File: config.mk
export PLATFORM = sky130hd
export DESIGN_NAME = exit_status_reporter
export DESIGN_NICKNAME = d
export VERILOG_FILES = /design/src/rtl/exit_status_reporter_pkg.sv /design/src/rtl/exit_status_reporter_uart_tx.sv /design/src/rtl/exit_status_reporter.sv
export SDC_FILE = /design/constraint.sdc
export NUM_CORES = 1
export LEC_CHECK = 0
export CORE_ASPECT_RATIO = 0.75
export CORE_MARGIN = 5
export CORE_UTILIZATION = 45
export DETAILED_ROUTE_END_ITERATION = 8
export GPL_TIMING_DRIVEN = 0
export PLACE_DENSITY_LB_ADDON = 0.05
export SLEW_MARGIN = 20
export SYNTH_ARGS = -nofsm -noshare
export SYNTH_HDL_FRONTEND = slang
export SYNTH_SLANG_ARGS = --single-unit
export TNS_END_PERCENT = 5
File: constraint.sdc
create_clock -name clk_i -period 2.4 [get_ports clk_i]
set_input_delay 0.24 -clock clk_i [delete_from_list [all_inputs] [get_ports clk_i]]
set_output_delay 0.24 -clock clk_i [all_outputs]
set_load 0.02 [all_outputs]
File: src/rtl/exit_status_reporter_pkg.sv
// Shared types and constants for the exit status reporter: UART bit FSM
// states, message length, fixed message bytes and nibble-to-ASCII helper.
package exit_status_reporter_pkg;

  typedef enum logic [1:0] {
    ST_IDLE,
    ST_START,
    ST_DATA,
    ST_STOP
  } state_e;

  localparam int         MSG_LEN  = 15;
  localparam logic [3:0] LAST_IDX = 4'(MSG_LEN - 1);

  localparam logic [7:0] CH_E  = 8'h45;
  localparam logic [7:0] CH_X  = 8'h58;
  localparam logic [7:0] CH_I  = 8'h49;
  localparam logic [7:0] CH_T  = 8'h54;
  localparam logic [7:0] CH_EQ = 8'h3D;
  localparam logic [7:0] CH_CR = 8'h0D;
  localparam logic [7:0] CH_LF = 8'h0A;

  // Uppercase hex digit for one nibble.
  function automatic logic [7:0] nibble2ascii(input logic [3:0] n);
    return (n < 4'd10) ? (8'h30 + {4'h0, n}) : (8'h37 + {4'h0, n});
  endfunction

endpackage

File: src/rtl/exit_status_reporter_uart_tx.sv
// One-byte 8N1 UART serializer. ready_o is high while idle and during the
// last cycle of the stop bit, so a byte offered back-to-back starts its
// start bit immediately after the previous stop bit with no idle gap.
module uart_tx_byte
  import exit_status_reporter_pkg::*;
#(
  parameter int CLKS_PER_BIT = 130
) (
  input  logic       clk_i,
  input  logic       rst_ni,
  input  logic [7:0] data_i,
  input  logic       valid_i,
  output logic       ready_o,
  output logic       tx_o
);

  localparam int                BAUD_W    = $clog2(CLKS_PER_BIT);
  localparam logic [BAUD_W-1:0] BAUD_LAST = BAUD_W'(CLKS_PER_BIT - 1);

  state_e            state_q;
  logic [BAUD_W-1:0] baud_q;
  logic [2:0]        bit_q;
  logic [7:0]        shift_q;
  logic              tx_q;
  logic              bit_end;

  assign bit_end = (baud_q == BAUD_LAST);
  assign ready_o = (state_q == ST_IDLE) | ((state_q == ST_STOP) & bit_end);
  assign tx_o    = tx_q;

  // Bit-level FSM: baud counter, bit index, shifter and registered TX line.
  always_ff @(posedge clk_i) begin
    if (!rst_ni) begin
      state_q <= ST_IDLE;
      baud_q  <= '0;
      bit_q   <= '0;
      shift_q <= '0;
      tx_q    <= 1'b1;
    end else if (ready_o && valid_i) begin
      state_q <= ST_START;
      baud_q  <= '0;
      bit_q   <= '0;
      shift_q <= data_i;
      tx_q    <= 1'b0;
    end else begin
      case (state_q)
        ST_IDLE: begin
          baud_q <= '0;
          tx_q   <= 1'b1;
        end
        ST_START: begin
          if (bit_end) begin
            baud_q  <= '0;
            state_q <= ST_DATA;
            tx_q    <= shift_q[0];
          end else begin
            baud_q <= baud_q + 1'b1;
          end
        end
        ST_DATA: begin
          if (bit_end) begin
            baud_q <= '0;
            if (bit_q == 3'd7) begin
              state_q <= ST_STOP;
              tx_q    <= 1'b1;
            end else begin
              bit_q   <= bit_q + 1'b1;
              shift_q <= shift_q >> 1;
              tx_q    <= shift_q[1];
            end
          end else begin
            baud_q <= baud_q + 1'b1;
          end
        end
        ST_STOP: begin
          if (bit_end) begin
            baud_q  <= '0;
            state_q <= ST_IDLE;
            tx_q    <= 1'b1;
          end else begin
            baud_q <= baud_q + 1'b1;
          end
        end
        default: state_q <= ST_IDLE;
      endcase
    end
  end

endmodule

File: src/rtl/exit_status_reporter.sv
// Captures the exit code on a rising edge of exit_valid_i and sends
// "EXIT=XXXXXXXX\r\n" over UART, keeping sticky done/pass flags for LEDs.
module exit_status_reporter
  import exit_status_reporter_pkg::*;
#(
  parameter int CLKS_PER_BIT = 130
) (
  input  logic        clk_i,
  input  logic        rst_ni,
  input  logic        exit_valid_i,
  input  logic [31:0] exit_value_i,
  output logic        tx_o,
  output logic        busy_o,
  output logic        done_o,
  output logic        pass_o
);

  logic        valid_q, valid_d;
  logic [31:0] value_q, value_d;
  logic [3:0]  char_idx_q, char_idx_d;
  logic        busy_q, busy_d;
  logic        done_q, done_d;
  logic        pass_q, pass_d;

  logic        rise, start, char_end;
  logic        send_valid, send_ready;
  logic [7:0]  send_data;

  // Message byte at position idx; hex digits come MSB first from val.
  function automatic logic [7:0] char_at(input logic [3:0] idx, input logic [31:0] val);
    logic [3:0] nib;
    case (idx)
      4'd0:    return CH_E;
      4'd1:    return CH_X;
      4'd2:    return CH_I;
      4'd3:    return CH_T;
      4'd4:    return CH_EQ;
      4'd13:   return CH_CR;
      4'd14:   return CH_LF;
      default: begin
        nib = 4'(val >> {4'd12 - idx, 2'b00});
        return nibble2ascii(nib);
      end
    endcase
  endfunction

  // Rise detection, char sequencing and status next-state. Char 0 is offered
  // directly on the capture edge so its start bit begins on that same edge.
  always_comb begin
    rise       = exit_valid_i & ~valid_q;
    start      = rise & ~busy_q;
    char_end   = busy_q & send_ready;
    send_valid = busy_q ? (char_idx_q != LAST_IDX) : start;
    send_data  = busy_q ? char_at(char_idx_q + 4'd1, value_q) : CH_E;

    valid_d    = exit_valid_i;
    value_d    = value_q;
    char_idx_d = char_idx_q;
    busy_d     = busy_q;
    done_d     = done_q;
    pass_d     = pass_q;

    if (start) begin
      value_d    = exit_value_i;
      pass_d     = (exit_value_i == 32'd0);
      done_d     = 1'b0;
      busy_d     = 1'b1;
      char_idx_d = 4'd0;
    end else if (char_end) begin
      if (char_idx_q == LAST_IDX) begin
        busy_d     = 1'b0;
        done_d     = 1'b1;
        char_idx_d = 4'd0;
      end else begin
        char_idx_d = char_idx_q + 4'd1;
      end
    end
  end

  // Capture and status registers.
  always_ff @(posedge clk_i) begin
    if (!rst_ni) begin
      valid_q    <= 1'b0;
      value_q    <= '0;
      char_idx_q <= '0;
      busy_q     <= 1'b0;
      done_q     <= 1'b0;
      pass_q     <= 1'b0;
    end else begin
      valid_q    <= valid_d;
      value_q    <= value_d;
      char_idx_q <= char_idx_d;
      busy_q     <= busy_d;
      done_q     <= done_d;
      pass_q     <= pass_d;
    end
  end

  uart_tx_byte #(
    .CLKS_PER_BIT(CLKS_PER_BIT)
  ) u_uart (
    .clk_i  (clk_i),
    .rst_ni (rst_ni),
    .data_i (send_data),
    .valid_i(send_valid),
    .ready_o(send_ready),
    .tx_o   (tx_o)
  );

  assign busy_o = busy_q;
  assign done_o = done_q;
  assign pass_o = pass_q;

endmodule

Word level (Yosys, flattened, before mapping)

Index checks and enable logic that the tools add are counted.
W data, S select, Z words.

$add $sub $neg: 6
Multipliers: 0
Div/mod/pow operators: 0
Order comparisons: 1
Equal/unequal tests: 22
Shifts and indexed selects: 1
Muxes and demuxes: 26
Bitwise gates (word level): 9
Reduce and logical (&&, ||, !) cells: 20

Operator list:

| cell                  | count |
|---|---|
| $pmux W7 S7           | 1 |
| $mux W8               | 6 |
| $logic_not A32 Y1     | 1 |
| $shr A32 B6 Y4        | 1 |
| $pmux W8 S2           | 1 |
| $add A6 B4 Y7 const A | 2 |
| $eq A4 B4 Y1 const B  | 3 |
| $mux W1               | 10 |
| $ne A2 B1 Y1 const B  | 5 |
| $reduce_and A5 Y1     | 2 |
| $ne A3 B1 Y1 const B  | 3 |
| $reduce_and A3 Y1     | 3 |
| $add A8 B1 Y8 const B | 1 |
| $eq A4 B2 Y1 const B  | 2 |
| $eq A8 B8 Y1 const B  | 1 |
| $mux W2               | 4 |
| $reduce_bool A2 Y1    | 4 |
| $mux W7               | 1 |
| $pmux W2 S3           | 1 |
| $add A4 B1 Y4 const B | 1 |
| $and A1 B1 Y1         | 4 |
| $eq A2 B2 Y1 const B  | 2 |
| $eq A4 B1 Y1 const B  | 1 |
| $eq A4 B3 Y1 const B  | 1 |
| other kinds (19)      | 24 |

Register bits after elaboration: 62
Latch bits: 0
Memory bits (writable): 0
ROM bits: 0
Bits of input ports: 35
Output and inout port bits: 4
Word-level logic and storage cells: 97
Memories: 0

Depth between registers and ports, before layout

Gate-level depths: netlist (run 1).

Word-level depth: 8
Gate-level depth with buffers: 13
Depth with buffers taken out: 12

Hierarchy

From an unflattened synthesis (run 1), not the netlist that was laid out.

Cells, all modules: 412
Area total of the unflattened synthesis: 3500.9 µm²

Modules (own cells, without submodules):

| module               | instances | cells each | area an instance (µm²) | sequential area each (µm²) |
|---|---|---|---|---|
| exit_status_reporter | 1         | 296        | 2366.0                 | 800.8 |
| uart_tx_byte         | 1         | 116        | 1134.8                 | 440.4 |

Worst setup path before layout (run 1)

No wires, ideal clock.

Path type: register -> register
Start point: register char_idx_q[0]
End point: register u_uart.shift_q[6]
Setup time: 0.091 ns
Arrival: 2.600 ns
Data required time: 2.309 ns
Slack: -0.291 ns
Stages on the path, launching flop included: 13
Buffers on the path: 1
Period minus slack after synthesis: 2.691 ns
Cell sequence: dfxtp_1 buf_6 inv_1 ha_1 nand3_1 a21oi_1 or4_4 and2_1 or2_2 ha_1 o21ai_0 nand3_1 a311oi_1

Longest elaborated chain between the ends: 8
Elaborated cells between the ends (all ways): 24
Classes of those cells: add/sub (4); order compare (1); eq/ne (8); shift (1); mux (5); reduce/logical (5)

RTL lines:

| item                                          | line                               | source |
|---|---|---|
| start: declaration                            | exit_status_reporter.sv:20         | `logic [3:0] char_idx_q, char_idx_d;` |
| start signal: assignment                      | exit_status_reporter.sv:92         | `char_idx_q <= char_idx_d;` |
| $add A4 B1 Y4                                 | exit_status_reporter.sv:54         | `send_data = busy_q ? char_at(char_idx_q + 4'd1, value_q) : CH_E;` |
| $sub A4 B4 Y4                                 | exit_status_reporter.sv:41         | `nib = 4'(val >> {4'd12 - idx, 2'b00});` |
| $shr A32 B6 Y4                                | exit_status_reporter.sv:41         |  |
| $add A6 B4 Y7 or $lt A4 B4 Y1 (tied branches) | exit_status_reporter_pkg.sv:25     | `return (n < 4'd10) ? (8'h30 + {4'h0, n}) : (8'h37 + {4'h0, n});` |
| $mux W7                                       | exit_status_reporter_pkg.sv:25     |  |
| $pmux W7 S7                                   | exit_status_reporter.sv:32         | `case (idx)` |
| $mux W8                                       | exit_status_reporter.sv:54         |  |
| $mux W8                                       | exit_status_reporter_uart_tx.sv:39 | `end else if (ready_o && valid_i) begin` |
| end signal: assignment                        | exit_status_reporter_uart_tx.sv:43 | `shift_q <= data_i;` |
| end signal: assignment                        | exit_status_reporter_uart_tx.sv:68 | `shift_q <= shift_q >> 1;` |
| end: declaration                              | exit_status_reporter_uart_tx.sv:23 | `logic [7:0] shift_q;` |

Parallel ways exist; a longest one is shown, timed or not.
A chain may end at the register's enable or synchronous reset.

Worst setup path in the final report (run 1)

Ends and elaborated chain as after synthesis.

==> impl_metrics.json, run 1 <==
{
  "status": "finished with violations",
  "violations": "setup timing",
  "cts_root_buffer": "clkbuf_8",
  "setup_viol": 4,
  "nFillCells": 688,
  "finClkSkew_ns": 0.00659,
  "synthFlopType": "dfxtp_1",
  "syn-num-nets": 470,
  "path_cells": "buf_8 -> inv_6 -> ha_4 -> a211oi_2 -> or4_4 -> and2_4 -> or2_4 -> ha_4 -> o21ai_2 -> nand3_2 -> a311oi_2",
  "grt_max_degree": 12,
  "utilization": 0.584,
  "hold_violations": 0,
  "clk_pin_slew_ns": 0.07,
  "crit_family": "simple AND/OR/NAND/NOR gates",
  "critPathKind": "register to register",
  "ff2ff_path_depth": 11,
  "clock_sinks": 61,
  "hpwl_mm": 6.89,
  "crit_top_cell": "ha_4",
  "cp_max_fo": 4,
  "fin_tns_setup_ns": -0.434,
  "grt_pass1_wl_mm": 15.3,
  "timing.final.crit_period_ns": 2.55,
  "slowest_stage": "or4_4",
  "dpl.cell_count": 558,
  "io_pins": 39,
  "rsz0062_at_grt": "true",
  "vdd_drop_max_v": 0.000303,
  "cts_buffers": 9,
  "wl_per_cell_um": 16.0,
  "portBuffers": 38,
  "std_cell_rows": 27,
  "power_density_nw_per_um2": 642,
  "hold_depth": 2,
  "clk_path_buf_depth": 2,
  "antenna_left": 0,
  "grt_usage": 0.209,
  "end_kind": "register",
  "stdcell_count": 580,
  "vias": 3174,
  "antenna_found_initial": 0,
  "coreArea_sq_um": 7330,
  "ys_seq_elements": 61,
  "fmax_mhz": 392,
  "worstSkewPairLatency_ns": 0.34,
  "max_cap_viol_count": 0,
  "via_per_inst": 5.47,
  "remaining_drc_errors": 0,
  "ys_seq_area_frac": 0.360,
  "synthArstFlopShare": 0,
  "cts_tree": "yes",
  "n_antenna_cell": 0,
  "slew_viol_final": 0,
  "area_delta_synth_final_pct": 26.1,
  "start_util": 0.463,
  "fin_crit_sh": 1.06,
  "gp_congestion": 0.853,
  "ys_warn_count": 0,
  "netlist-cell-type-count": 57,
  "synth.cell_area_sq_um": 3390,
  "grt_overflow": 0,
  "die_area_sq_um": 9400,
  "grt_pass1_vias": 3114,
  "p_total_w": 0.00275,
  "firstDrtPassIters": 4,
  "crit_required_ns": 2.65,
  "slowest_delay_ns": 0.50,
  "cts_htree_levels": 3,
  "hold-worst-slack_ns": 0.456,
  "p_leak_nw": 1.57,
  "cp-start-kind": "register",
  "critPathArrivalTime_ns": 2.80,
  "netlist_instances": 419,
  "worst_pin_slew_ns": 0.604,
  "cp.depth": 11,
  "routed_wirelength_mm": 9.30,
  "drt-initial-drc-count": 174,
  "crit_buf_inv": 2,
  "layout.nets": 525,
  "die_w_um": 110,
  "fin_ws_ns": -0.150,
  "die_height_um": 85.2,
  "slew_headroom": 0.597,
  "syn_area_per_cell_sq_um": 8.10,
  "min_path_type": "register to register",
  "drive_gt1_frac": 0.150,
  "synth_edf_count": 0
}
per-stage QoR:
stage	setup slack (ns)	instance area, sq um
floorplan	-0.0140	3440
global placement	-0.377	3950
detailed placement	-0.351	3950
CTS	-0.0943	4230
global route	-0.228	4280
finish	-0.150	4280
synth_stat cells, types with 2 or more instances:
library cell   n  area (sq um)
nand4_1        3          18.8
nor4_1         9          56.3
mux4_2         5           113
o31ai_1        2          15.0
nor3b_1        3          22.5
ha_1          16           200
or3_1          2          12.5
buf_2          3          15.0
nor2_1        33           124
nand2_1       92           345
a21boi_0      11          82.6
and3_1         3          18.8
nand2b_1       5          31.3
or2_2          2          12.5
mux2i_1       14           140
o21ai_0        7          35.0
or4_1          2          15.0
mux2_2         4          45.0
o2bb2ai_1      3          26.3
clkbuf_1      15          56.3
and2_1         3          18.8
xor2_1         5          43.8
inv_1          9          33.8
nor2b_1        7          43.8
a31oi_1        5          31.3
xnor2_1        4          35.0
dfxtp_1       61          1220
buf_6          2          22.5
a21oi_1       38           190
a311oi_1       2          17.5
nor4b_1        2          17.5
nand3b_1       2          15.0
nand3_1       13          65.1
a211oi_1       2          15.0
o32ai_1        2          17.5
o22ai_1        5          31.3
nor3_1         3          15.0
worst paths after layout:
kind | start | to | slack (ns)
worst max-delay path | char_idx_q[0] | u_uart.shift_q[6] | -0.15
worst min-delay path | value_q[1] | value_q[1] | 0.46
worst min register to register | value_q[1] | value_q[1] | 0.46
worst max register to register | char_idx_q[0] | u_uart.shift_q[6] | -0.15
repair_timing:
item                       4_1_cts  5_1_grt
gates cloned                     0        0
buffers inserted                 5        1
pin swaps                        3        0
gates resized for setup         18        9
setup endpoints to repair       14       15
hold buffers                     0        0
cell families (layout without fill, tap and decap cells):
logic type / count (synthesis) / count (layout) / share of synthesized area
AO/OA/AOI/OAI: 92 / 92 / 0.175
multiplexers: 23 / 23 / 0.0878
adder cells (fa/ha/maj): 16 / 16 / 0.0590
buffers and inverters: 30 / 90 / 0.0398
AND/OR/NAND/NOR: 188 / 188 / 0.256
flip-flops: 61 / 61 / 0.360
XOR/XNOR: 9 / 9 / 0.0232
worst reg2reg max path, stage by stage, from the launching register on:
cell	delay (ns)
dfxtp_2	0.37
buf_8	0.12
inv_6	0.04
ha_4	0.27
a211oi_2	0.05
or4_4	0.50
and2_4	0.18
or2_4	0.23
ha_4	0.18
o21ai_2	0.13
nand3_2	0.13
a311oi_2	0.27
state kept, by name (all words and copies together) (netlist names):
| name | count |
|---|---|
| pass_o | 1 |
| u_uart.bit_q | 3 |
| busy_o | 1 |
| done_o | 1 |
| u_uart.state_q | 2 |
| value_q | 32 |
| u_uart.tx_o | 1 |
| u_uart.baud_q | 8 |
| u_uart.shift_q | 7 |
| valid_q | 1 |
| char_idx_q | 4 |
routing by layer:
layer | up-vias | wire length, um | track usage | part of all wire
met5 | - | 0 | 0 | 0
met4 | 0 | 146 | 0.0716 | 0.016
met3 | 16 | 571 | 0.0540 | 0.061
met2 | 102 | 3990 | 0.298 | 0.43
met1 | 1462 | 4590 | 0.302 | 0.49
li1 | 1594 | - | - | -
layout make-up:
| type | count | area (sq um) | share of cell area |
|---|---|---|---|
| inverter | 9 | 38.8 | 0.00907 |
| sequential | 61 | 1230 | 0.287 |
| tap | 101 | 126 | 0.0295 |
| clock inverter | 6 | 40.0 | 0.00936 |
| multi-input combinational | 328 | 2190 | 0.512 |
| clock buffer | 10 | 128 | 0.0298 |
| buffer | 21 | 105 | 0.0246 |
| timing repair buffer | 44 | 425 | 0.0994 |
layout by cell type, fill, tap and decap left out, drive strengths merged, types with 11 or more instances in the layout:
cell,n
mux2i,14
clkbuf,25
a21oi,38
nand3,13
nand2,92
clkdlybuf4s50,38
dfxtp,61
ha,16
nor2,34
buf,12
a21boi,11
power breakdown:
group | total, W | internal (W) | switching (W)
clock | 0.000793 | 0.000372 | 0.000421
combinational | 0.000794 | 0.000356 | 0.000437
sequential | 0.00116 | 0.00110 | 0.0000615
total | 0.00275 | 0.00183 | 0.000919
Note: power is estimated with default switching activity, not from simulation.
==> run 2, diff against run 1 <==
--- a/config.mk
+++ b/config.mk
@@ -5,9 +5,11 @@
 export SDC_FILE = /design/constraint.sdc
 export NUM_CORES = 1
 export LEC_CHECK = 0
+export ABC_AREA = 1
 export CORE_ASPECT_RATIO = 0.75
 export CORE_MARGIN = 5
 export CORE_UTILIZATION = 45
+export CTS_CLUSTER_DIAMETER = 100
 export DETAILED_ROUTE_END_ITERATION = 8
 export GPL_TIMING_DRIVEN = 0
 export PLACE_DENSITY_LB_ADDON = 0.05
==> impl_metrics.json, run 2 <==
{
  "worst_pin_slew_ns": 0.552,
  "clk_pin_slew_ns": 0.07,
  "crit_required_ns": 2.67,
  "syn_area_per_cell_sq_um": 7.10,
  "internal_power_w": 0.00206,
  "cts_buffers": 9,
  "cp_max_fo": 11,
  "largest_register_ffs": 32,
  "grt_pass1_wl_mm": 15.0,
  "timing.final.crit_period_ns": 2.28,
  "reg_top3": "value_q x32, u_uart.baud_q x8, u_uart.shift_q x7",
  "hold_depth": 3,
  "switching_share": 0.325,
  "cts_htree_levels": 3,
  "synth.cell_area_sq_um": 3320,
  "grt_pass1_vias": 3108,
  "die_height_um": 84.4,
  "layout_commonest_cell": "nand2_1",
  "clk_path_buf_depth": 2,
  "synth_area_leader_cell": "dfxtp_1",
  "synth_most_common_cell": "nand2_1",
  "coreArea_sq_um": 7260,
  "critPathArrivalTime_ns": 2.55,
  "routed_wirelength_mm": 8.93,
  "synth.top_cell.area_share": 0.367,
  "pwr-share-clk": 0.327,
  "firstDrtPassIters": 4,
  "vias": 3221,
  "min_path_type": "primary input to register",
  "netlist-cell-type-count": 42,
  "p_leak_nw": 1.71,
  "wl_per_cell_um": 14.3,
  "regMostFlops": "value_q",
  "std_cell_rows": 27,
  "fin_crit_sh": 0.948,
  "hpwl_mm": 6.88,
  "fin_ws_ns": 0.124,
  "ys_warn_count": 0,
  "area_delta_synth_final_pct": 23.2,
  "status": "finished clean",
  "layout.nets": 571,
  "synthFlopType": "dfxtp_1",
  "p_switching_w": 0.000990,
  "cts_root_buffer": "clkbuf_8",
  "slew_viol_final": 0,
  "drive_gt1_frac": 0.120,
  "grt_overflow": 0,
  "hold_violations": 0,
  "dp_slack_ns": -0.378,
  "cts_tree": "yes",
  "ff2ff_path_depth": 15,
  "grt_usage": 0.206,
  "clock_sinks": 61,
  "fmax_mhz": 439,
  "synth_edf_count": 0,
  "synth_commonest_cells": "nand2_1, dfxtp_1, nor2_1, o21ai_0, inv_1",
  "critPathKind": "register to register",
  "antenna_left": 0,
  "start_util": 0.458,
  "pwr-share-comb": 0.283,
  "remaining_drc_errors": 0,
  "die_w_um": 109,
  "final_cell_mix": "nand2_1, dfxtp_1, nor2_1",
  "worstSkewPairLatency_ns": 0.34,
  "nFillCells": 729,
  "portBuffers": 38,
  "p_seq_frac": 0.389,
  "netlist_instances": 468,
  "finClkSkew_ns": 0.00641,
  "io_pins": 39,
  "grt_max_degree": 12,
  "ys_seq_elements": 61,
  "end_kind": "register",
  "via_per_inst": 5.15,
  "slew_headroom": 0.629,
  "n_antenna_cell": 0,
  "gp_congestion": 0.839,
  "syn-num-nets": 519,
  "ys_top_cells_by_area": "dfxtp_1, nand2_1, o21ai_0, ha_1, nor2_1",
  "antenna_found_initial": 0,
  "p_total_w": 0.00305,
  "cp-start-kind": "register",
  "power_density_nw_per_um2": 744,
  "max_cap_viol_count": 0,
  "vdd_drop_max_v": 0.000359,
  "die_area_sq_um": 9220,
  "drt-initial-drc-count": 192,
  "rsz0062_at_grt": "false",
  "setup_viol": 0,
  "synthArstFlopShare": 0,
  "ys_seq_area_frac": 0.367
}
-- run 2: cell types whose count changed after synthesis, sizes merged, moves of 5 or more --
cell and delta:
mux4 -5, mux2i -14, a31oi -5, nor2b -6, inv +41, nand2b -5
clkbuf -6, o22ai -5, nand3 +19, nor2 +24, a21boi -11, o21ai +44
nand2 +11
-- run 2: what timing repair did --
| item | 4_1_cts | 5_1_grt |
|---|---|---|
| endpoints found under the setup margin | 9 | 15 |
| setup buffers | 2 | 1 |
| pin swaps | 1 | 1 |
| gates resized for setup | 4 | 4 |
| hold buffers | 0 | 0 |
-- run 2: power by group through the flow --
| stage | logic, W | clock network, W | registers (W) |
|---|---|---|---|
| after floorplan | 0.000579 | 0 | 0.00120 |
| after global placement | 0.000823 | 0 | 0.00121 |
| after detailed placement | 0.000828 | 0 | 0.00121 |
| after CTS | 0.000845 | 0.00101 | 0.00119 |
| after global routing | 0.000983 | 0.00107 | 0.00120 |
| final | 0.000864 | 0.000997 | 0.00119 |
-- run 2: worst paths after layout --
check	startpoint	end	slack [ns]
worst min-delay path	exit_valid_i	valid_q	0.45
worst max-delay path	char_idx_q[0]	u_uart.shift_q[2]	0.12
worst min register to register	value_q[7]	value_q[7]	0.46
worst max register to register	char_idx_q[0]	u_uart.shift_q[2]	0.12
-- run 2: per-stage QoR --
| step | TNS [ns] | util | cells | area [sq um] | hold WS [ns] |
|---|---|---|---|---|---|
| 3_3_place_gp | -1.88 | 0.527 | 607 | 3830 | 0.440 |
| 5_1_grt | 0 | 0.564 | 625 | 4100 | 0.457 |
| 4_1_cts | 0 | 0.561 | 624 | 4070 | 0.429 |
| 6_report | 0 | 0.564 | 625 | 4100 | 0.448 |
| 3_5_place_dp | -1.98 | 0.527 | 607 | 3830 | 0.446 |
| 2_1_floorplan | 0 | - | 468 | 3320 | 0.333 |
-- run 2: critical path: stages (launching register included) --
cell and delay, ns:
dfxtp_4 0.40, inv_4 0.07, buf_6 0.15, ha_2 0.23, nor2_4 0.25, o211ai_1 0.14
o21ai_1 0.13, nand2_1 0.08, nand3_1 0.12, ha_1 0.20, nand3_1 0.08, nand2_1 0.06
nand3_1 0.06, nand2_1 0.08, nand2_1 0.05, a21oi_1 0.11
-- run 2: layout make-up --
cell class | count | area, sq um | area share
multi-input cells | 342 | 1850 | 0.452
flip-flops and latches | 61 | 1230 | 0.299
repair buffers | 41 | 403 | 0.0984
inverters | 51 | 201 | 0.0492
clock buffers | 10 | 138 | 0.0336
well taps | 101 | 126 | 0.0309
clock inverters | 5 | 75.1 | 0.0183
plain buffers | 14 | 72.6 | 0.0177
-- run 2: kinds of logic after synthesis --
logic type                 count (synthesis)  share of synthesized area
and+or+nand+nor                          219                      0.311
buffers and inverters                     65                     0.0817
DFF                                       61                      0.367
AOI/OAI and AO/OA                        102                      0.167
xor gates and xnor gates                   5                     0.0132
adders and majority gates                 16                     0.0602
-- run 2: layer usage --
layer	global-route usage	share of wire	wire, um
met4	0.0476	0.0094	84
met1	0.316	0.53	4690
met2	0.283	0.40	3600
met5	0	0	0
met3	0.0576	0.062	551
